===== src/rtl/key_filter_pkg.sv =====
// key_pkg: shared state encoding, default timing constants and key polarity
package key_pkg;
  typedef enum logic [1:0] {IDLE, PRESS_FILT, DOWN, REL_FILT} key_state_t;
  localparam int KEY_DEBOUNCE_CYC = 1_000_000;
  localparam int KEY_LONG_CYC = 50_000_000;
  localparam logic KEY_ACTIVE = 1'b0;
endpackage


===== src/rtl/key_filter_if.sv =====
// key_filter_if: raw key pins in, debounced levels and event pulses out
interface key_filter_if #(parameter int N_KEYS = 3);
  logic [N_KEYS-1:0] key_in;
  logic [N_KEYS-1:0] key_level;
  logic [N_KEYS-1:0] key_press;
  logic [N_KEYS-1:0] key_release;
  logic [N_KEYS-1:0] key_long;
  modport master (output key_in, input key_level, key_press, key_release, key_long);
  modport slave (input key_in, output key_level, key_press, key_release, key_long);
endinterface


===== src/rtl/key_filter_ch.sv =====
// key_filter_ch: one key channel - synchroniser, debounce FSM, hold counter
module key_filter_ch
  import key_pkg::*;
#(
  parameter int DEBOUNCE_CYC = KEY_DEBOUNCE_CYC,
  parameter int LONG_CYC = KEY_LONG_CYC
) (
  input  logic clk,
  input  logic rst_n,
  input  logic key_in,
  output logic key_level,
  output logic key_press,
  output logic key_release,
  output logic key_long
);
  localparam int DW = $clog2(DEBOUNCE_CYC);
  localparam int HW = $clog2(LONG_CYC + 1);
  localparam logic [DW-1:0] D_LAST = DW'(DEBOUNCE_CYC - 1);
  localparam logic [HW-1:0] H_LAST = HW'(LONG_CYC - 1);
  localparam logic [HW-1:0] H_MAX = HW'(LONG_CYC);
  logic [1:0] sync;
  key_state_t state, state_n;
  logic [DW-1:0] dcnt, dcnt_n;
  logic [HW-1:0] hcnt, hcnt_n;
  logic level_n, press_n, release_n, long_n;
  logic down;
  logic held;
  assign down = sync[1] == KEY_ACTIVE;
  assign held = state == DOWN || state == REL_FILT;
  // state, counters and all outputs are registered; reset forces the released idle view
  always_ff @(posedge clk or negedge rst_n) begin
    if (!rst_n) begin
      sync <= 2'b11;
      state <= IDLE;
      dcnt <= '0;
      hcnt <= '0;
      key_level <= ~KEY_ACTIVE;
      key_press <= 1'b0;
      key_release <= 1'b0;
      key_long <= 1'b0;
    end else begin
      sync <= {sync[0], key_in};
      state <= state_n;
      dcnt <= dcnt_n;
      hcnt <= hcnt_n;
      key_level <= level_n;
      key_press <= press_n;
      key_release <= release_n;
      key_long <= long_n;
    end
  end
  // next state: hold time keeps counting through release bounces, long fires once at saturation edge
  always_comb begin
    state_n = state;
    dcnt_n = dcnt;
    hcnt_n = held ? (hcnt == H_MAX ? hcnt : hcnt + 1'b1) : hcnt;
    level_n = key_level;
    press_n = 1'b0;
    release_n = 1'b0;
    long_n = held && hcnt == H_LAST;
    case (state)
      IDLE: if (down) begin
        state_n = PRESS_FILT;
        dcnt_n = '0;
      end
      PRESS_FILT: if (!down) state_n = IDLE;
      else if (dcnt == D_LAST) begin
        state_n = DOWN;
        level_n = KEY_ACTIVE;
        press_n = 1'b1;
        hcnt_n = '0;
      end else dcnt_n = dcnt + 1'b1;
      DOWN: if (!down) begin
        state_n = REL_FILT;
        dcnt_n = '0;
      end
      REL_FILT: if (down) state_n = DOWN;
      else if (dcnt == D_LAST) begin
        state_n = IDLE;
        level_n = ~KEY_ACTIVE;
        release_n = 1'b1;
      end else dcnt_n = dcnt + 1'b1;
      default: state_n = IDLE;
    endcase
  end
endmodule


===== src/rtl/key_filter.sv =====
// key_filter: N independent debounced key channels behind one interface
module key_filter
  import key_pkg::*;
#(
  parameter int N_KEYS = 3,
  parameter int DEBOUNCE_CYC = KEY_DEBOUNCE_CYC,
  parameter int LONG_CYC = KEY_LONG_CYC
) (
  input logic clk,
  input logic rst_n,
  key_filter_if.slave bus
);
  logic [N_KEYS-1:0] level, press, rel, long_p;
  for (genvar g = 0; g < N_KEYS; g++) begin : g_ch
    key_filter_ch #(.DEBOUNCE_CYC(DEBOUNCE_CYC), .LONG_CYC(LONG_CYC)) u_ch (
      .clk(clk),
      .rst_n(rst_n),
      .key_in(bus.key_in[g]),
      .key_level(level[g]),
      .key_press(press[g]),
      .key_release(rel[g]),
      .key_long(long_p[g])
    );
  end
  assign bus.key_level = level;
  assign bus.key_press = press;
  assign bus.key_release = rel;
  assign bus.key_long = long_p;
endmodule

===== src/flat_wrapper.sv =====
// flat-port wrapper written by rule: the top's interface ports become plain ports
module key_filter_flat import key_pkg::*;
#(
  parameter int N_KEYS = 3,
  parameter int DEBOUNCE_CYC = KEY_DEBOUNCE_CYC,
  parameter int LONG_CYC = KEY_LONG_CYC
)
  (clk, rst_n, bus_key_in, bus_key_level, bus_key_press, bus_key_release, bus_key_long);
  key_filter_if #(.N_KEYS(N_KEYS)) bus_i ();
  input logic clk;
  input logic rst_n;
  input wire logic [$bits(bus_i.key_in)-1:0] bus_key_in;
  output wire logic [$bits(bus_i.key_level)-1:0] bus_key_level;
  output wire logic [$bits(bus_i.key_press)-1:0] bus_key_press;
  output wire logic [$bits(bus_i.key_release)-1:0] bus_key_release;
  output wire logic [$bits(bus_i.key_long)-1:0] bus_key_long;
  assign bus_i.key_in = bus_key_in;
  assign bus_key_level = bus_i.key_level;
  assign bus_key_press = bus_i.key_press;
  assign bus_key_release = bus_i.key_release;
  assign bus_key_long = bus_i.key_long;
  key_filter #(.N_KEYS(N_KEYS), .DEBOUNCE_CYC(DEBOUNCE_CYC), .LONG_CYC(LONG_CYC)) u_core (.clk(clk), .rst_n(rst_n), .bus(bus_i));
endmodule

===== config.mk =====
export PLATFORM = sky130hd
export DESIGN_NAME = key_filter_flat
export DESIGN_NICKNAME = d
export VERILOG_FILES = /design/src/rtl/key_filter_pkg.sv /design/src/rtl/key_filter_if.sv /design/src/rtl/key_filter_ch.sv /design/src/rtl/key_filter.sv /design/src/flat_wrapper.sv
export SDC_FILE = /design/constraint.sdc
export NUM_CORES = 1
export LEC_CHECK = 0
export ABC_AREA = 1
export CELL_PAD_IN_SITES_DETAIL_PLACEMENT = 1
export CELL_PAD_IN_SITES_GLOBAL_PLACEMENT = 1
export CORE_ASPECT_RATIO = 1.25
export CORE_MARGIN = 4
export CORE_UTILIZATION = 25
export DETAILED_ROUTE_END_ITERATION = 16
export PLACE_DENSITY = 0.46
export SYNTH_ARGS = -nofsm -noshare
export SYNTH_HDL_FRONTEND = slang
export SYNTH_HIERARCHICAL = 1
export SYNTH_SLANG_ARGS = --single-unit
export TNS_END_PERCENT = 50

===== constraint.sdc =====
create_clock -name clk -period 2.2 [get_ports clk]
set_input_delay 0.44 -clock clk [delete_from_list [all_inputs] [get_ports clk]]
set_output_delay 0.44 -clock clk [all_outputs]
set_load 0.01 [all_outputs]

==> summary.txt <==
clock network latency to the later pin of the worst-skew pair: 0.45 ns
aggregate negative setup slack: 0 ns
ratio of cells with drive above 1 in the final layout: 9.66%
vias after detailed routing: 10400
floorplan core area: 43100 um^2
number of nets produced by synthesis: 1654
Initial Utilization: 25.3%
DRC violation total after the first TritonRoute iteration: 370
LEAKAGE: 5.34 nW
post-place instance area: 11900 um^2
CTS H-tree depth: 4
Slew headroom: 65.5%
routed wire length: 35.6 mm
fmax: 0.497 GHz
number of endpoints with negative hold slack in the final report: 0
Final Setup Violations: 0
reported max-cap violation count: 0
global-route congestion overflow total: 0
fin nets: 1698
wire length of the first global-routing pass: 59.7 mm
via count of the first global-routing pass: 11100
Slowest-stage cell, CP: sky130_fd_sc_hd__clkdlybuf4s50_1
Fin Clk Skew: 0.00796 ns
number of instances in the synthesized netlist: 1640
CP peak stage delay: 0.57 ns
number of antenna violations at the first check in global routing: 0
critical path class: reg2out
TritonCTS Buffers: 17
fin area: 12500 um^2
Unique masters post-synth: 46
average via count per standard cell: 4.59
count of clock tree sinks: 162
setup repair after global routing missed its margin: no
number of design rule violations left after detail routing: 0
nature of the critical path endpoint: output port
proportion of synthesized chip area in sequential cells: 37.4%
crit path DAT: 1.57 ns
status: finished clean
proportion of register bits with asynchronous set or reset after synthesis: 100%
critical path's top delay family: buffers and inverters
Routed Antenna Nets: 0
overall routing resource usage: 15.8%
area enclosed by the die boundary: 46900 um^2
dominant register cell in the synthesized netlist: sky130_fd_sc_hd__dfrtp_1
row cnt: 85
pin count of the biggest net entering global routing: 43
largest fanout on the critical path: 2
die span in y: 241 um
element type at the critical path start: register
cells along the critical path: clkdlybuf4s50_1
VDD IR max: 581 uV
final routed wire length divided by cell count: 15.7 um
worst min-delay path class: reg2reg
Antenna diodes: 0
total of warnings raised by yosys: 6
placed wire-length estimate after detailed placement: 27.5 mm
number of enable flip-flop cells after synthesis: 0
area growth from synthesis to layout: 15.3%
clock period minus worst slack: 2.01 ns
ratio of total power to cell area: 535 nW/um^2
post-synthesis register bit count: 162
Synth Area per Inst: 6.63 um^2
I/O pin count: 17
Worst-Margin Slew: 0.516 ns
critical path required time: 1.76 ns
clock-pin transition on the worst setup and hold timing paths: 0.07 ns
port buffer count: 16
clock tree from TritonCTS: built
count of pins over their slew limit: 0
final worst path period share: 91.5%
number of detailed-route iterations in the first pass: 4
CTS Buffer Depth: 2
buffers and inverters on the worst path: 1
routability congestion estimate from global placement: 0.789
x dimension of the die: 195 um
cell at the root of the clock tree: sky130_fd_sc_hd__clkbuf_16
total standard cell area after synthesis: 10900 um^2
==> cell type report <==
class | count | area [um^2]
clock buffers | 19 | 433
clock inverters | 13 | 208
fillers | 5448 | 30500
inverters | 192 | 721
multi-input cells | 1254 | 5870
flip-flops and latches | 162 | 4070
well taps | 565 | 707
repair buffers | 57 | 537
==> metrics by stage <==
| step | std cells | utilization, % | worst slack, ns | power, mW | hold slack [ns] |
|---|---|---|---|---|---|
| after floorplan | 1640 | - | 0.598 | 3.23 | 0.144 |
| after detailed placement | 2228 | 27.6 | 0.226 | 3.37 | 0.350 |
| after global routing | 2262 | 29.1 | 0.0610 | 7.05 | 0.362 |
| after CTS | 2261 | 29.1 | 0.142 | 6.89 | 0.355 |
| final | 2262 | 29.1 | 0.188 | 6.71 | 0.355 |
| after global placement | 2228 | 27.6 | 0.284 | 3.37 | 0.349 |
==> placed cells by master, fill, tap and decap left out, types with 13 or more instances in the layout <==
cell	count
sky130_fd_sc_hd__nand3_1	171
sky130_fd_sc_hd__nand4_1	38
sky130_fd_sc_hd__nor2_1	261
sky130_fd_sc_hd__buf_4	35
sky130_fd_sc_hd__clkdlybuf4s50_1	15
sky130_fd_sc_hd__o21ai_1	19
sky130_fd_sc_hd__inv_1	176
sky130_fd_sc_hd__a31oi_1	16
sky130_fd_sc_hd__xor2_1	17
sky130_fd_sc_hd__a21oi_1	28
sky130_fd_sc_hd__dfrtp_1	153
sky130_fd_sc_hd__nor3_1	30
sky130_fd_sc_hd__clkbuf_16	17
sky130_fd_sc_hd__inv_2	13
sky130_fd_sc_hd__o21ai_0	49
sky130_fd_sc_hd__nand2_1	511
sky130_fd_sc_hd__nor2_2	15
sky130_fd_sc_hd__o21ai_2	15
==> power breakdown <==
group | switching, mW | total, mW | internal (mW)
Combinational | 0.184 | 0.259 | 0.0750
Sequential | 0.0343 | 3.04 | 3.01
Clock | 1.39 | 3.41 | 2.02
==> final timing paths <==
check                                              start                             to  slack [ns]  depth (start not counted)
max                        u_core/g_ch[1].u_ch/key_level               bus_key_level[1]        0.19                          1
min                          u_core/g_ch[2].u_ch/sync[0]    u_core/g_ch[2].u_ch/sync[1]        0.36                          0
max reg2reg                  u_core/g_ch[0].u_ch/dcnt[0]    u_core/g_ch[0].u_ch/dcnt[0]        0.28                          8
min reg2reg                  u_core/g_ch[2].u_ch/sync[0]    u_core/g_ch[2].u_ch/sync[1]        0.36                          0
max in group asynchronous                          rst_n  u_core/g_ch[2].u_ch/key_level        1.02                          3
min in group asynchronous                          rst_n   u_core/g_ch[2].u_ch/hcnt[12]        0.48                          2
==> flip-flops by register name, summed over array words and instances, names as in the netlist, named ones only <==
name,flops
u_core/g_ch.u_ch/hcnt,78
u_core/g_ch.u_ch/state,3
u_core/g_ch.u_ch/sync,6
u_core/g_ch.u_ch/key_long,3
u_core/g_ch.u_ch/dcnt,60
u_core/g_ch.u_ch/key_level,3
u_core/g_ch.u_ch/key_press,3
u_core/g_ch.u_ch/key_release,3
==> logic make-up (layout without fill, tap and decap cells) <==
family / count (synthesis) / after routing / synth area share [%]
xor gates and xnor gates: 18 / 18 / 1.45
muxes: 1 / 1 / 0.0920
DFF: 162 / 162 / 37.4
and+or+nand+nor: 1085 / 1085 / 43.9
AOI/OAI and AO/OA: 141 / 141 / 7.52
adders and majority gates: 9 / 9 / 1.04
buffers and inverters: 224 / 281 / 8.66
==> per-layer routing <==
layer	wire [um]	vias up	global-route usage [%]	part of all wire, %
met2	18500	47	29.6	52
met5	0	-	0	0
met1	16100	4994	18.9	45
li1	-	5314	-	-
met3	387	26	1.80	1.1
met4	566	0	4.77	1.6
==> Yosys cell counts, types with 10 or more instances <==
master | number | area share, %
sky130_fd_sc_hd__inv_1 | 176 | 6.1
sky130_fd_sc_hd__inv_2 | 13 | 0.45
sky130_fd_sc_hd__nand3b_1 | 10 | 0.69
sky130_fd_sc_hd__nor2_1 | 261 | 9.0
sky130_fd_sc_hd__dfrtp_1 | 153 | 35
sky130_fd_sc_hd__o21ai_1 | 19 | 0.87
sky130_fd_sc_hd__xor2_1 | 17 | 1.4
sky130_fd_sc_hd__a21oi_1 | 28 | 1.3
sky130_fd_sc_hd__o21ai_2 | 15 | 1.2
sky130_fd_sc_hd__nand4_1 | 38 | 2.2
sky130_fd_sc_hd__nor2_2 | 15 | 0.86
sky130_fd_sc_hd__nand2_1 | 511 | 18
sky130_fd_sc_hd__o21bai_1 | 10 | 0.69
sky130_fd_sc_hd__o21ai_0 | 49 | 2.3
sky130_fd_sc_hd__nand3_1 | 171 | 7.9
sky130_fd_sc_hd__a31oi_1 | 16 | 0.92
sky130_fd_sc_hd__nor3_1 | 30 | 1.4
==> repair_timing <==
item,4_1_cts,5_1_grt
gates resized for setup,0,1
hold buffers,1,0
hold endpoints to repair,30,0
endpoints found under the setup margin,0,6
buffers inserted,0,1
(Power assumes the default switching activity.)
==> RTL edit, RTL diff (config.mk and constraints unchanged) <==
Set the package constant `KEY_DEBOUNCE_CYC` to 500_000 (it was 1_000_000).
--- a/src/rtl/key_filter_pkg.sv
+++ b/src/rtl/key_filter_pkg.sv
@@ -3,3 +3,3 @@
   typedef enum logic [1:0] {IDLE, PRESS_FILT, DOWN, REL_FILT} key_state_t;
-  localparam int KEY_DEBOUNCE_CYC = 1_000_000;
+  localparam int KEY_DEBOUNCE_CYC = 500_000;
   localparam int KEY_LONG_CYC = 50_000_000;
Check against the original RTL: same outputs for any inputs over 10 cycles, from zero or initial values and one cycle with rst_n low; that may be too few to reach the edited logic, so the function may still have changed.
==> RTL edit against the original RTL <==
Cell area fell by 1.1%. Area after synthesis decreased by 0.16%. Critical path type unchanged. Global-route usage fell by 0.32 points. Total power shrank 0.67%. Worst setup slack improved by 0.020 ns. Sequential cell count decreased by 3. Cell count shrank 1.6%. Non-clock buffer count down 11. Wire length shrank 2.0%.
==> RTL edit: results (changes against the original RTL) <==
status=completed (unchanged); leading registers by flop count=u_core/g_ch.u_ch/hcnt x78, u_core/g_ch.u_ch/dcnt x57, u_core/g_ch.u_ch/sync x6 (was u_core/g_ch.u_ch/hcnt x78, u_core/g_ch.u_ch/dcnt x60, u_core/g_ch.u_ch/sync x6); post-synthesis cell type count=47 (was 46); Critical Path AT=1.55 ns (was 1.57 ns); DPL Wire Length=26.5 mm (was 27.5 mm); Sequential Area=3990 sq um (was 4070 sq um); multi-input gates=1236 (was 1254); syn avg cell area=6.72 sq um (was 6.63 sq um); Sequential Power=0.00299 W (was 0.00304 W); share of post-route cells with drive strength above 1=11.2% (was 9.66%); GR Util met1=19.2% (was 18.9%); RR Startpoint=u_core/g_ch[2].u_ch/hcnt[7] (was u_core/g_ch[0].u_ch/dcnt[0]); DR vias/cell=4.65 (was 4.59); clkbuf count=22 (was 19); Hold EP=u_core/g_ch[1].u_ch/sync[1] (was u_core/g_ch[2].u_ch/sync[1]); met2 Usage GRT=28.1% (was 29.6%); vias in the first global route=11.0k (was 11.1k); Critical Path Start=u_core/g_ch[0].u_ch/key_level (was u_core/g_ch[1].u_ch/key_level); Met3 Routed Length=429 um (was 387 um); Area growth, synth to finish=14.2% (was 15.3%); CP max stage cell=dfstp_2 (was clkdlybuf4s50_1); DRT Wirelength=34.9 mm (was 35.6 mm); met2 wire len=17.9 mm (was 18.5 mm); Pwr Total=0.00667 W (was 0.00671 W); FF-to-FF setup slack=0.30 ns (was 0.28 ns); first-pass GRT wire length=58.9 mm (was 59.7 mm); sequential share of the synthesized area=36.7% (was 37.4%); non-clock buffer count in the final layout=46 (was 57); Final clock-cell share=5.31% (was 5.11%); Inverters=188 (was 192); VDD IR max=562 uV (was 581 uV); Sw Ratio=23.2% (was 24.0%); DR pass1 iterations=5 (was 4); top cells by area, synth=dfrtp_1 35%, nand2_1 17%, nor2_1 9.2% (was dfrtp_1 35%, nand2_1 18%, nor2_1 9.0%); final worst clock skew=0.0129 ns (was 0.00796 ns)
## RTL edit: cell types whose count changed in the layout (fill, tap and decap cells not counted), sizes merged, moves of 8 or more
cell | before | now
a21oi | 30 | 49
buf | 40 | 29
inv | 191 | 180
nand3 | 182 | 166
nand4 | 40 | 51
nor3 | 34 | 26
o21ai | 83 | 75
## RTL edit: logic make-up after synthesis
logic type | synth area share, %
buffers and inverters | 9.01
adders and majority gates | 1.04
and+or+nand+nor | 43.1
xor gates and xnor gates | 1.86
AOI/OAI and AO/OA | 8.28
DFF | 36.7
## RTL edit: through the flow
step	hold slack (ns)	setup slack (ns)	std cells
2_1_floorplan	0.144	0.598	1617
3_3_place_gp	0.347	0.277	2193
3_5_place_dp	0.348	0.284	2193
4_1_cts	0.350	0.148	2226
5_1_grt	0.359	0.0887	2226
6_report	0.358	0.208	2226
## RTL edit: repair_timing
action / in CTS / in global routing
hold endpoints to repair: 27 / 0
endpoints found under the setup margin: 0 / 0
hold buffers: 1 / 0
